**config.mk**
```make
export PLATFORM = sky130hd
export DESIGN_NAME = skew_pulse_gen_flat
export DESIGN_NICKNAME = d
export VERILOG_FILES = /design/src/rtl/skew_pulse_gen_if.sv /design/src/rtl/skew_pulse_gen.sv /design/src/flat_wrapper.sv
export SDC_FILE = /design/constraint.sdc
export NUM_CORES = 1
export LEC_CHECK = 0
export ABC_AREA = 1
export BUFFER_PORTS_ARGS = -buffer_cell sky130_fd_sc_hd__clkbuf_2
export CORE_ASPECT_RATIO = 0.5
export CORE_UTILIZATION = 25
export CTS_BUF_LIST = sky130_fd_sc_hd__clkbuf_8 sky130_fd_sc_hd__clkbuf_16
export CTS_CLUSTER_SIZE = 28
export DETAILED_ROUTE_END_ITERATION = 10
export GPL_ROUTABILITY_DRIVEN = 0
export PLACE_DENSITY = 0.37
export SLEW_MARGIN = 20
export SYNTH_ARGS = -nofsm -noshare
export SYNTH_HDL_FRONTEND = slang
export SYNTH_SLANG_ARGS = --single-unit
export TNS_END_PERCENT = 30
```
**constraint.sdc**
```tcl
create_clock -name clk_100M -period 11.5 [get_ports clk_100M]
set_clock_uncertainty 0.1 [all_clocks]
set_input_delay 2.3 -clock clk_100M [delete_from_list [all_inputs] [get_ports clk_100M]]
set_output_delay 2.3 -clock clk_100M [all_outputs]
set_load 0.05 [all_outputs]
```
**src/rtl/skew_pulse_gen_if.sv**
```systemverilog
// Control/status and waveform bundle for skew_pulse_gen.
interface skew_pulse_gen_if;
  logic [31:0] delay_bcd;
  logic        load;
  logic        sign0;
  logic        sign1;
  logic        busy;
  logic        err;
  logic [26:0] delay_bin;

  modport master (
    output delay_bcd, load,
    input  sign0, sign1, busy, err, delay_bin
  );

  modport slave (
    input  delay_bcd, load,
    output sign0, sign1, busy, err, delay_bin
  );
endinterface

```
**src/rtl/skew_pulse_gen.sv**
```systemverilog
// Two-channel square-wave generator whose sign1 rising edge trails sign0 by a
// BCD-programmed cycle count, applied at the next period boundary.
module skew_pulse_gen #(
  parameter int unsigned PERIOD      = 100000,
  parameter int unsigned HIGH_CYCLES = 50000
) (
  input logic              clk_100M,
  input logic              rst,
  skew_pulse_gen_if.slave  bus
);

  localparam int unsigned CW = 27;
  localparam int unsigned DW = 28;
  localparam int unsigned BW = 32;
  localparam int unsigned ND = 8;

  typedef enum logic [2:0] {
    S_IDLE,
    S_CHECK,
    S_CONV,
    S_RANGE,
    S_PEND
  } state_t;

  state_t          state_q;
  logic [CW-1:0]   pcnt_q;
  logic [CW-1:0]   d_act_q;
  logic [CW-1:0]   acc_q;
  logic [CW-1:0]   delay_bin_q;
  logic [BW-1:0]   bcd_q;
  logic [2:0]      dig_q;
  logic            sign0_q;
  logic            sign1_q;
  logic            busy_q;
  logic            err_q;

  logic            pcnt_wrap;
  logic [DW-1:0]   diff;
  logic [DW-1:0]   diff_mod;
  logic            bcd_bad;
  logic [3:0]      digit;
  logic [CW-1:0]   acc_nxt;

  assign pcnt_wrap = (pcnt_q == CW'(PERIOD - 1));

  // Phase of sign1 relative to its own period, folded back into 0..PERIOD-1.
  assign diff     = {1'b0, pcnt_q} - {1'b0, d_act_q};
  assign diff_mod = diff[DW-1] ? (diff + DW'(PERIOD)) : diff;

  assign digit   = bcd_q[{dig_q, 2'b00} +: 4];
  assign acc_nxt = (acc_q << 3) + (acc_q << 1) + CW'(digit);

  always_comb begin
    bcd_bad = 1'b0;
    for (int i = 0; i < ND; i++) begin
      if (bcd_q[i*4 +: 4] > 4'd9) bcd_bad = 1'b1;
    end
  end

  // Free-running period counter and the two waveform flops.
  always_ff @(posedge clk_100M or negedge rst) begin
    if (!rst) begin
      pcnt_q  <= '0;
      sign0_q <= 1'b0;
      sign1_q <= 1'b0;
    end else begin
      pcnt_q  <= pcnt_wrap ? '0 : pcnt_q + CW'(1);
      sign0_q <= (pcnt_q < CW'(HIGH_CYCLES));
      sign1_q <= (diff_mod < DW'(HIGH_CYCLES));
    end
  end

  // Load: validate, convert MS digit first, range-check, then wait for the wrap.
  always_ff @(posedge clk_100M or negedge rst) begin
    if (!rst) begin
      state_q     <= S_IDLE;
      bcd_q       <= '0;
      acc_q       <= '0;
      dig_q       <= '0;
      d_act_q     <= '0;
      delay_bin_q <= '0;
      busy_q      <= 1'b0;
      err_q       <= 1'b0;
    end else begin
      case (state_q)
        S_IDLE: begin
          if (bus.load) begin
            bcd_q   <= bus.delay_bcd;
            acc_q   <= '0;
            busy_q  <= 1'b1;
            state_q <= S_CHECK;
          end
        end
        S_CHECK: begin
          if (bcd_bad) begin
            err_q   <= 1'b1;
            busy_q  <= 1'b0;
            state_q <= S_IDLE;
          end else begin
            dig_q   <= 3'd7;
            state_q <= S_CONV;
          end
        end
        S_CONV: begin
          acc_q <= acc_nxt;
          if (dig_q == 3'd0) state_q <= S_RANGE;
          else               dig_q   <= dig_q - 3'd1;
        end
        S_RANGE: begin
          if ({1'b0, acc_q} >= DW'(PERIOD)) begin
            err_q   <= 1'b1;
            busy_q  <= 1'b0;
            state_q <= S_IDLE;
          end else begin
            delay_bin_q <= acc_q;
            err_q       <= 1'b0;
            state_q     <= S_PEND;
          end
        end
        S_PEND: begin
          // Swap on the last cycle of a period so the next one starts clean.
          if (pcnt_wrap) begin
            d_act_q <= delay_bin_q;
            busy_q  <= 1'b0;
            state_q <= S_IDLE;
          end
        end
        default: state_q <= S_IDLE;
      endcase
    end
  end

  assign bus.sign0     = sign0_q;
  assign bus.sign1     = sign1_q;
  assign bus.busy      = busy_q;
  assign bus.err       = err_q;
  assign bus.delay_bin = delay_bin_q;

endmodule
```
**src/flat_wrapper.sv**
```systemverilog
// flat-port wrapper written by rule: the top's interface ports become plain ports
module skew_pulse_gen_flat 
#(
  parameter int unsigned PERIOD      = 100000,
  parameter int unsigned HIGH_CYCLES = 50000
)
  (clk_100M, rst, bus_delay_bcd, bus_load, bus_sign0, bus_sign1, bus_busy, bus_err, bus_delay_bin);
  skew_pulse_gen_if bus_i ();
  input logic clk_100M;
  input logic rst;
  input wire logic [$bits(bus_i.delay_bcd)-1:0] bus_delay_bcd;
  input wire logic [$bits(bus_i.load)-1:0] bus_load;
  output wire logic [$bits(bus_i.sign0)-1:0] bus_sign0;
  output wire logic [$bits(bus_i.sign1)-1:0] bus_sign1;
  output wire logic [$bits(bus_i.busy)-1:0] bus_busy;
  output wire logic [$bits(bus_i.err)-1:0] bus_err;
  output wire logic [$bits(bus_i.delay_bin)-1:0] bus_delay_bin;
  assign bus_i.delay_bcd = bus_delay_bcd;
  assign bus_i.load = bus_load;
  assign bus_sign0 = bus_i.sign0;
  assign bus_sign1 = bus_i.sign1;
  assign bus_busy = bus_i.busy;
  assign bus_err = bus_i.err;
  assign bus_delay_bin = bus_i.delay_bin;
  skew_pulse_gen #(.PERIOD(PERIOD), .HIGH_CYCLES(HIGH_CYCLES)) u_core (.clk_100M(clk_100M), .rst(rst), .bus(bus_i));
endmodule
```
==> flow_summary.json, run 1 <==
{
  "cts-root-buf": "clkbuf_16",
  "drive_gt1_share_pct": 10.4,
  "drt_iter0_drc": 530,
  "h-tree-depth": 4,
  "clock.fmax_mhz": 227,
  "critPathSlowestCell": "dfrtp_1",
  "path_clk_slew_ns": 0.06,
  "yosysWarnings": 0,
  "initial_core_util_pct": 25.5,
  "critPathRequiredTime_ns": 11.69,
  "syn_nets": 1667,
  "ys_ff_latch": 150,
  "hpwl_mm": 25.5,
  "tightest_slew_ns": 0.964,
  "cts_tree": "built",
  "worstPathArrival_ns": 4.60,
  "chipHeight_um": 149,
  "postSynthCellCount": 1552,
  "p_per_area_nw_per_um2": 88.7,
  "slowest_delay_ns": 0.62,
  "syn_to_final_growth_pct": 14.3,
  "grt_pass1_wl_mm": 51.8,
  "grt-ovfl-total": 0,
  "port_buffers": 65,
  "crit_top_cell": "o21ai_0",
  "dr.pass1.iters": 5,
  "grt_busiest_layer": "met2",
  "yosys.area.top_type": "dfrtp_1",
  "grt_use_met3_pct": 1.85,
  "cts_resized": 0,
  "grt_use_met2_pct": 24.1,
  "synth_top_area_share_pct": 34.8,
  "rsz0062_at_grt": "false",
  "maxCapViolCount": 0,
  "antenna_found_initial": 0,
  "slew_viol_final": 0,
  "start_kind": "register",
  "endpoint_kind": "register",
  "wire_per_inst_um": 14.3,
  "worstHoldPathType": "register to register",
  "p_leak_nw": 6.78,
  "synthTopCellsByArea": "dfrtp_1 (35%), nand2_1 (16%), ha_1 (9.0%)",
  "synth_edf_count": 0,
  "slew_headroom_pct": 35.6,
  "synth_flop_cell": "dfrtp_1",
  "vdd_drop_max_mv": 0.100,
  "antenna_cells": 0,
  "avgViaCountPerCell": 4.45,
  "path_max_fanout": 21,
  "syn_area_um2": 10800,
  "finalWirelength_mm": 31.5,
  "period_share_pct": 38.4,
  "design.die.area_um2": 44100,
  "grt_pass1_vias": 9676,
  "grtUsageTotal_pct": 14.9,
  "cp_top_family": "compound AO/OA/AOI/OAI gates",
  "hold_buffers": 0,
  "num_vias": 9825,
  "seq_area_frac_synth_pct": 34.8,
  "ant_nets": 0,
  "post-route-drc-count": 0,
  "cts_inserted_buffers": 17,
  "avgSynthCellArea_um2": 6.96,
  "clk_latency_ns": 0.42,
  "dieWidth_um": 296,
  "num_io_pins": 66,
  "nets": 1731,
  "async_flop_share_pct": 100,
  "fin_crit_ns": 4.41,
  "clockBufferDepth": 2,
  "use_met1_pct": 21.3,
  "postCtsSetupBuffers": 0,
  "hold_viol": 0,
  "cp_num_buf_inv": 3,
  "cp_cell_sequence": "inv_1 -> o21ai_0 -> o22ai_1 -> nor2_1 -> a31oi_1 -> fa_1 -> inv_1 -> fa_1 -> inv_1 -> nand3_1 -> nand2_1 -> nand2_1 -> nand2_1 -> a21oi_1 -> o21ai_1 -> a21oi_1 -> o21ai_0 -> a21o_1 -> a21oi_1 -> o21ai_0 -> o21ai_0",
  "fin_hold_ws_ns": 0.384,
  "cts_sinks": 150,
  "setup_viol": 0,
  "grt_max_degree": 89,
  "outcome": "complete, no violations",
  "yosysUniqueCellTypes": 49,
  "fin_setup_tns_ns": 0,
  "core_um2": 42300,
  "rows": 53,
  "critical_path_class": "register to register"
}
==> layout make-up <==
cell class              instances  area, um^2
well taps                     577         722
repair buffers                 69         362
flip-flops and latches        150        3750
clock inverters                15         145
multi-input cells            1112        5940
fillers                      4734       30000
clock buffers                  17         425
inverters                     266         998
==> cells by family after synthesis <==
logic type | share of synthesized area (%)
and+or+nand+nor | 30.3
buffers and inverters | 10.2
AOI/OAI and AO/OA | 11.5
DFF | 34.8
adders and majority gates | 9.41
xor gates and xnor gates | 2.03
muxes | 1.77
==> path summary, 6_finish.rpt <==
path	start	to	slack [ns]	cells past startpoint
max	u_core.dig_q[0]	u_core.acc_q[18]	7.09	21
min	u_core.bcd_q[24]	u_core.bcd_q[24]	0.38	2
max reg2reg	u_core.dig_q[0]	u_core.acc_q[18]	7.09	21
min reg2reg	u_core.bcd_q[24]	u_core.bcd_q[24]	0.38	2
max in group asynchronous	rst	u_core.d_act_q[25]	8.06	2
min in group asynchronous	rst	u_core.acc_q[13]	1.82	1
==> flip-flops by register name, summed over array words and instances, names as in the netlist <==
| name | flops |
|---|---|
| u_core.bus.err | 1 |
| u_core.bus.sign1 | 1 |
| u_core.bus.busy | 1 |
| u_core.bus.sign0 | 1 |
| u_core.bus.delay_bin | 27 |
| u_core.pcnt_q | 27 |
| u_core.d_act_q | 27 |
| u_core.bcd_q | 32 |
| u_core.dig_q | 3 |
| u_core.state_q | 3 |
| u_core.acc_q | 27 |
==> per-stage QoR <==
stage | cells | util, % | total power (W) | worst slack [ns] | cell area, um^2
global route | 2206 | 29.2 | 0.00114 | 6.56 | 12300
detailed placement | 2174 | 27.8 | 0.000555 | 7.09 | 11800
CTS | 2206 | 29.2 | 0.00112 | 7.09 | 12300
global placement | 2174 | 27.8 | 0.000555 | 7.15 | 11800
finish | 2206 | 29.2 | 0.00110 | 7.09 | 12300
floorplan | 1552 | - | 0.000538 | 7.91 | 10800
==> placed cells by master, fill, tap and decap left out, types with 7 or more instances in the layout <==
cell type / Yosys / layout
nand2_1: 464 / 464
inv_1: 242 / 243
dfrtp_1: 150 / 150
nor2_1: 131 / 131
o21ai_0: 95 / 95
ha_1: 78 / 78
nand3_1: 71 / 71
a21oi_1: 68 / 68
clkbuf_2: 0 / 64
nand4_1: 32 / 32
nor3_1: 22 / 22
inv_2: 20 / 20
xor2_1: 18 / 18
o22ai_1: 18 / 18
mux2_2: 17 / 17
clkbuf_16: 0 / 17
o21ai_1: 13 / 13
nand2_2: 10 / 10
xnor2_1: 7 / 7
==> synthesized netlist by cell type (7+ instances only) <==
cell type  count
nand2_1      464
inv_1        242
dfrtp_1      150
nor2_1       131
o21ai_0       95
ha_1          78
nand3_1       71
a21oi_1       68
nand4_1       32
nor3_1        22
inv_2         20
o22ai_1       18
xor2_1        18
mux2_2        17
clkbuf_1      16
o21ai_1       13
nand2_2       10
xnor2_1        7
==> metal layers <==
metal	part of all wire (%)	vias up
met5	0	-
li1	-	5125
met2	45	114
met3	2.6	21
met4	1.2	0
met1	51	4565
==> worst min-delay path, cell delays in order (launching register included) <==
cell     delay [ns]
dfrtp_1        0.34
nand2_1        0.05
nand2_1        0.05
==> power breakdown <==
part | switching (W) | internal, W
Clock | 0.000249 | 0.000303
Sequential | 0 | 0.000527
Combinational | 0.0000121 | 0.00000443
No activity file was read; power rests on OpenSTA's default activity.
==> inputs of run 2 (changes only) <==
ABC_AREA = 0   (was 1)
PLACE_DENSITY = 0.38   (was 0.37)
clock period = 3.9 ns   (was 11.5 ns; I/O delays follow)
==> flow_summary.json, run 2 <==
{
  "outcome": "complete, but fails checks",
  "violations": "negative setup slack",
  "syn_area_um2": 9540,
  "placedCellCount": 1499,
  "nets": 1144,
  "synth_edf_count": 0,
  "vdd_drop_max_mv": 0.369,
  "fin_ws_ns": -0.234,
  "slew_headroom_pct": 31.3,
  "place_worst_setup_slack_ns": -0.396,
  "grtUsageTotal_pct": 13.5,
  "dieWidth_um": 278,
  "endpoint_kind": "register",
  "final_common_cell": "dfrtp_1",
  "num_vias": 7263,
  "grt_pass1_vias": 7383,
  "fin_setup_tns_ns": -1.25,
  "slowest_delay_ns": 0.53,
  "cts_tree": "built",
  "design.die.area_um2": 39000,
  "postSynthCellCount": 922,
  "wire_per_inst_um": 16.6,
  "seq_area_frac_synth_pct": 39.4,
  "antenna_cells": 0,
  "largest_reg_flops": 32,
  "ff2ff_path_depth": 15,
  "rows": 50,
  "num_io_pins": 66,
  "syn_to_final_growth_pct": 20.3,
  "hold_viol": 0,
  "synthTopCellsByArea": "dfrtp_1 (39%), ha_1 (10%), mux2_2 (9.3%)",
  "yosys.area.top_type": "dfrtp_1",
  "fin_util_pct": 30.6,
  "yosysWarnings": 0,
  "finalInstanceArea_um2": 11500,
  "avgSynthCellArea_um2": 10.3,
  "yosysMostFrequentCell": "dfrtp_1",
  "grt_max_degree": 66,
  "port_buffers": 65,
  "grt-ovfl-total": 0,
  "path_clk_slew_ns": 0.06,
  "tightest_slew_ns": 1.03,
  "setup_viol": 9,
  "drive_gt1_share_pct": 27.3,
  "period_share_pct": 106,
  "post-route-drc-count": 0,
  "antenna_found_initial": 0,
  "placed_cell_area_um2": 10800,
  "slew_viol_final": 0,
  "grt_pass1_wl_mm": 41.1,
  "syn_nets": 1037,
  "clockBufferDepth": 2,
  "rsz0062_at_grt": "true",
  "final_cells": 1534,
  "cp_top_family": "compound AO/OA/AOI/OAI gates",
  "layout_common_cells": "dfrtp_1 (148), mux2_2 (77), ha_1 (77)",
  "synth_top_area_share_pct": 39.4,
  "cp_num_buf_inv": 1,
  "h-tree-depth": 4,
  "synth_flop_cell": "dfrtp_1",
  "clk_latency_ns": 0.44,
  "worstPathArrival_ns": 4.35,
  "critPathSlowestCell": "fa_1",
  "cts_sinks": 150,
  "hold_buffers": 0,
  "synth_common_cells": "dfrtp_1 (150), mux2_2 (79), ha_1 (78)",
  "ant_nets": 0,
  "critical_path_class": "register to register",
  "avgViaCountPerCell": 4.73,
  "dr.pass1.iters": 4,
  "top_register": "u_core.bcd_q",
  "worstHoldPathType": "primary input to asynchronous set/reset pin",
  "initial_core_util_pct": 25.4,
  "p_per_area_nw_per_um2": 459,
  "start_kind": "register",
  "drt_iter0_drc": 371,
  "cp.depth": 15,
  "clock.fmax_mhz": 242,
  "critPathRequiredTime_ns": 4.12,
  "p_leak_nw": 5.32,
  "fin_crit_ns": 4.13,
  "yosysUniqueCellTypes": 79,
  "cp_cell_sequence": "mux4_2 -> mux2_4 -> fa_1 -> inv_1 -> fa_2 -> nor2b_2 -> o21ai_2 -> a21oi_2 -> o21ai_1 -> a21o_1 -> a211o_1 -> a21o_1 -> a211oi_2 -> o21ai_1 -> a32o_1",
  "core_um2": 37500,
  "path_max_fanout": 4,
  "finalWirelength_mm": 25.5,
  "async_flop_share_pct": 100,
  "cts-root-buf": "clkbuf_16",
  "ys_ff_latch": 150,
  "hpwl_mm": 19.4,
  "chipHeight_um": 140,
  "cts_inserted_buffers": 17,
  "maxCapViolCount": 0
}
## run 2: what timing repair did
item                                    in CTS  in global routing
pin swaps                                    6                  1
resized for setup                           10                 15
buffers inserted                             3                  2
endpoints found under the setup margin      11                 15
## run 2: layout make-up
type	count	area, um^2
repair buffers	116	734
multi-input cells	696	5600
inverters	48	180
clock inverters	11	128
well taps	494	618
fillers	3828	26000
flip-flops and latches	150	3760
clock buffers	19	453
## run 2: power by group
group | internal [W] | leakage [nW] | switching (W)
clock network | 0.000970 | 0.277 | 0.000684
registers | 0.00182 | 1.98 | 0.000241
logic | 0.000780 | 3.07 | 0.000774
## run 2: cells by family after synthesis
group / share of synthesized area, %
muxes: 12.0
xor gates and xnor gates: 6.06
DFF: 39.4
buffers and inverters: 3.20
and+or+nand+nor: 13.8
AOI/OAI and AO/OA: 15.0
adders and majority gates: 10.7
## run 2: final timing paths
check | slack, ns | start | end
setup reg to reg | -0.23 | u_core.dig_q[0] | u_core.acc_q[24]
hold / removal | 0.21 | rst | u_core.pcnt_q[24]
max in group asynchronous | 2.62 | rst | u_core.bus.delay_bin[14]
hold reg to reg | 0.40 | u_core.acc_q[26] | u_core.acc_q[26]
setup / recovery | -0.23 | u_core.dig_q[0] | u_core.acc_q[24]
min in group clk_100M | 0.40 | u_core.acc_q[26] | u_core.acc_q[26]
## run 2: per-layer routing
| layer | GRT usage [%] | vias up | wire length, um | part of all wire, % |
|---|---|---|---|---|
| li1 | - | 3582 | - | - |
| met1 | 18.4 | 3583 | 12800 | 50 |
| met2 | 21.6 | 65 | 11800 | 46 |
| met3 | 2.87 | 33 | 546 | 2.1 |
| met4 | 3.55 | 0 | 364 | 1.4 |
| met5 | 0 | - | 0 | 0 |
## run 2: worst reg2reg max path: cells and delay by family, from the launching register on
kind,cells,cell delay (ns)
adders and majority gates,2,0.87
buffers and inverters,1,0.06
DFF,1,0.43
and+or+nand+nor,1,0.14
muxes,2,0.81
AOI/OAI and AO/OA,9,1.58
## run 2: metrics by stage
step                      hold WS, ns  total power [W]
after floorplan                 0.367          0.00303
after global placement          0.389          0.00362
after detailed placement        0.393          0.00363
after CTS                       0.222          0.00535
after global routing            0.235          0.00559
final                           0.209          0.00526
==> inputs of run 3 (changes only) <==
CORE_UTILIZATION = 27   (was 25)
PLACE_DENSITY = 0.4   (was 0.38)
==> flow_summary.json, run 3 (synthesized netlist as in run 2, its figures left out) <==
{
  "design.die.area_um2": 36100,
  "multiInputGateArea_um2": 5570,
  "slew_headroom_pct": 40.6,
  "p_int_w": 0.00349,
  "outcome": "complete, but fails checks",
  "grt_pass1_wl_mm": 40.1,
  "ff2ff_path_depth": 15,
  "port_buffers": 65,
  "swShare_pct": 33.1,
  "power_frac_clock_pct": 31.2,
  "start_kind": "register",
  "post-route-drc-count": 0,
  "tightest_slew_ns": 0.889,
  "chipHeight_um": 135,
  "path_clk_slew_ns": 0.06,
  "top_register": "u_core.bcd_q",
  "finalWirelength_mm": 24.6,
  "cts_sinks": 150,
  "r2r-end": "u_core.acc_q[24]",
  "cts_inserted_buffers": 17,
  "wl_met2_mm": 11.4,
  "grtUsageTotal_pct": 14.2,
  "slew_viol_final": 0,
  "grt-ovfl-total": 0,
  "syn_to_final_growth_pct": 20.2,
  "violations": "negative setup slack",
  "largest_reg_flops": 32,
  "clk_latency_ns": 0.44,
  "ant_nets": 0,
  "p_comb_share_pct": 29.7,
  "avgViaCountPerCell": 4.75,
  "worstPathArrival_ns": 4.35,
  "wire_per_inst_um": 16.1,
  "fin_ws_ns": -0.222,
  "final_cells": 1524,
  "ff2ff_setup_slack_ns": -0.22,
  "critPathRequiredTime_ns": 4.12,
  "hold_viol": 0,
  "path_max_fanout": 4,
  "drive_gt1_share_pct": 27.6,
  "initial_core_util_pct": 27.6,
  "endpoint_kind": "register",
  "r2r-start": "u_core.dig_q[1]",
  "rsz0062_at_grt": "true",
  "p_leak_nw": 5.33,
  "core_um2": 34600,
  "maxCapViolCount": 0,
  "antenna_found_initial": 0,
  "layout_common_cells": "dfrtp_1 (148), mux2_2 (78), ha_1 (77)",
  "highest-signal-layer": "met4",
  "cts-root-buf": "clkbuf_16",
  "rows": 48,
  "place_worst_setup_slack_ns": -0.389,
  "period_share_pct": 106,
  "p_per_area_nw_per_um2": 456,
  "clockBufferDepth": 2,
  "fin_hold_ws_ns": 0.215,
  "grt_max_degree": 63,
  "regArea_um2": 3760,
  "wl_met1_mm": 12.4,
  "h-tree-depth": 4,
  "fin_crit_ns": 4.12,
  "num_io_pins": 66,
  "n_fill_cell": 3603,
  "final_common_cell": "dfrtp_1",
  "vdd_drop_max_mv": 0.338,
  "worstHoldPathType": "primary input to asynchronous set/reset pin",
  "dieWidth_um": 268,
  "grt_pass1_vias": 7388,
  "antenna_cells": 0,
  "wl_met3_um": 466,
  "critical_path_class": "register to register",
  "hold_buffers": 0,
  "dr.pass1.iters": 4,
  "nets": 1151,
  "hpwl_mm": 18.9,
  "cts_tree": "built",
  "num_vias": 7233,
  "drt_iter0_drc": 312,
  "p_seq_share_pct": 39.2,
  "setup_viol": 9,
  "clock.fmax_mhz": 243,
  "placedCellCount": 1486,
  "p_sw_w": 0.00173
}
run 3: per-layer routing:
| metal | vias to the layer above | GRT usage [%] |
|---|---|---|
| met5 | - | 0 |
| met4 | 0 | 4.00 |
| met3 | 23 | 2.75 |
| met2 | 55 | 22.6 |
| met1 | 3536 | 19.6 |
| li1 | 3619 | - |
run 3: power groups by stage:
stage / clock network [W] / logic, W / registers, W
5_1_grt: 0.00175 / 0.00169 / 0.00209
3_3_place_gp: 0 / 0.00154 / 0.00208
2_1_floorplan: 0 / 0.000934 / 0.00210
6_report: 0.00163 / 0.00155 / 0.00205
4_1_cts: 0.00169 / 0.00156 / 0.00205
3_5_place_dp: 0 / 0.00154 / 0.00208
run 3: worst max path at each step:
stage | start | endpoint | slack, ns | cells after the start
2_1_floorplan | u_core.dig_q[0] | u_core.acc_q[24] | -0.15 | 16
3_3_place_gp | u_core.dig_q[1] | u_core.acc_q[26] | -0.32 | 15
3_5_place_dp | u_core.dig_q[1] | u_core.acc_q[26] | -0.39 | 15
4_1_cts | u_core.dig_q[1] | u_core.acc_q[23] | -0.28 | 15
5_1_grt | u_core.dig_q[1] | u_core.acc_q[26] | -0.42 | 15
6_report | u_core.dig_q[1] | u_core.acc_q[24] | -0.22 | 15
run 3: cell type report:
cell class / instances / share of cell area (%)
multi-input cells: 696 / 48.6
flip-flops and latches: 150 / 32.8
repair buffers: 123 / 6.83
well taps: 475 / 5.19
clock buffers: 17 / 3.71
inverters: 48 / 1.57
clock inverters: 15 / 1.28
run 3: stage by stage:
| stage | TNS [ns] | util, % | instance area, um^2 | power, W |
|---|---|---|---|---|
| floorplan | -0.503 | - | 9580 | 0.00303 |
| global placement | -2.04 | 31.2 | 10800 | 0.00362 |
| finish | -1.02 | 33.1 | 11500 | 0.00522 |
| detailed placement | -2.60 | 31.2 | 10800 | 0.00362 |
| global route | -2.83 | 33.1 | 11500 | 0.00554 |
| CTS | -1.63 | 33.0 | 11400 | 0.00530 |
run 3: worst max-delay path: stages (launching register included):
cell      delay, ns
dfrtp_2        0.42
mux4_2         0.53
mux2_4         0.28
fa_1           0.54
inv_1          0.06
fa_2           0.35
nor2b_2        0.13
o21ai_2        0.08
a21oi_2        0.16
o21ai_1        0.11
a21o_1         0.18
a211o_1        0.29
a21o_1         0.22
a211oi_2       0.22
o21ai_1        0.08
a32o_1         0.25
run 3: repair_timing:
item | in CTS | in global routing
pin swaps | 5 | 4
setup endpoints to repair | 10 | 16
gates resized for setup | 7 | 12
setup buffers | 6 | 1
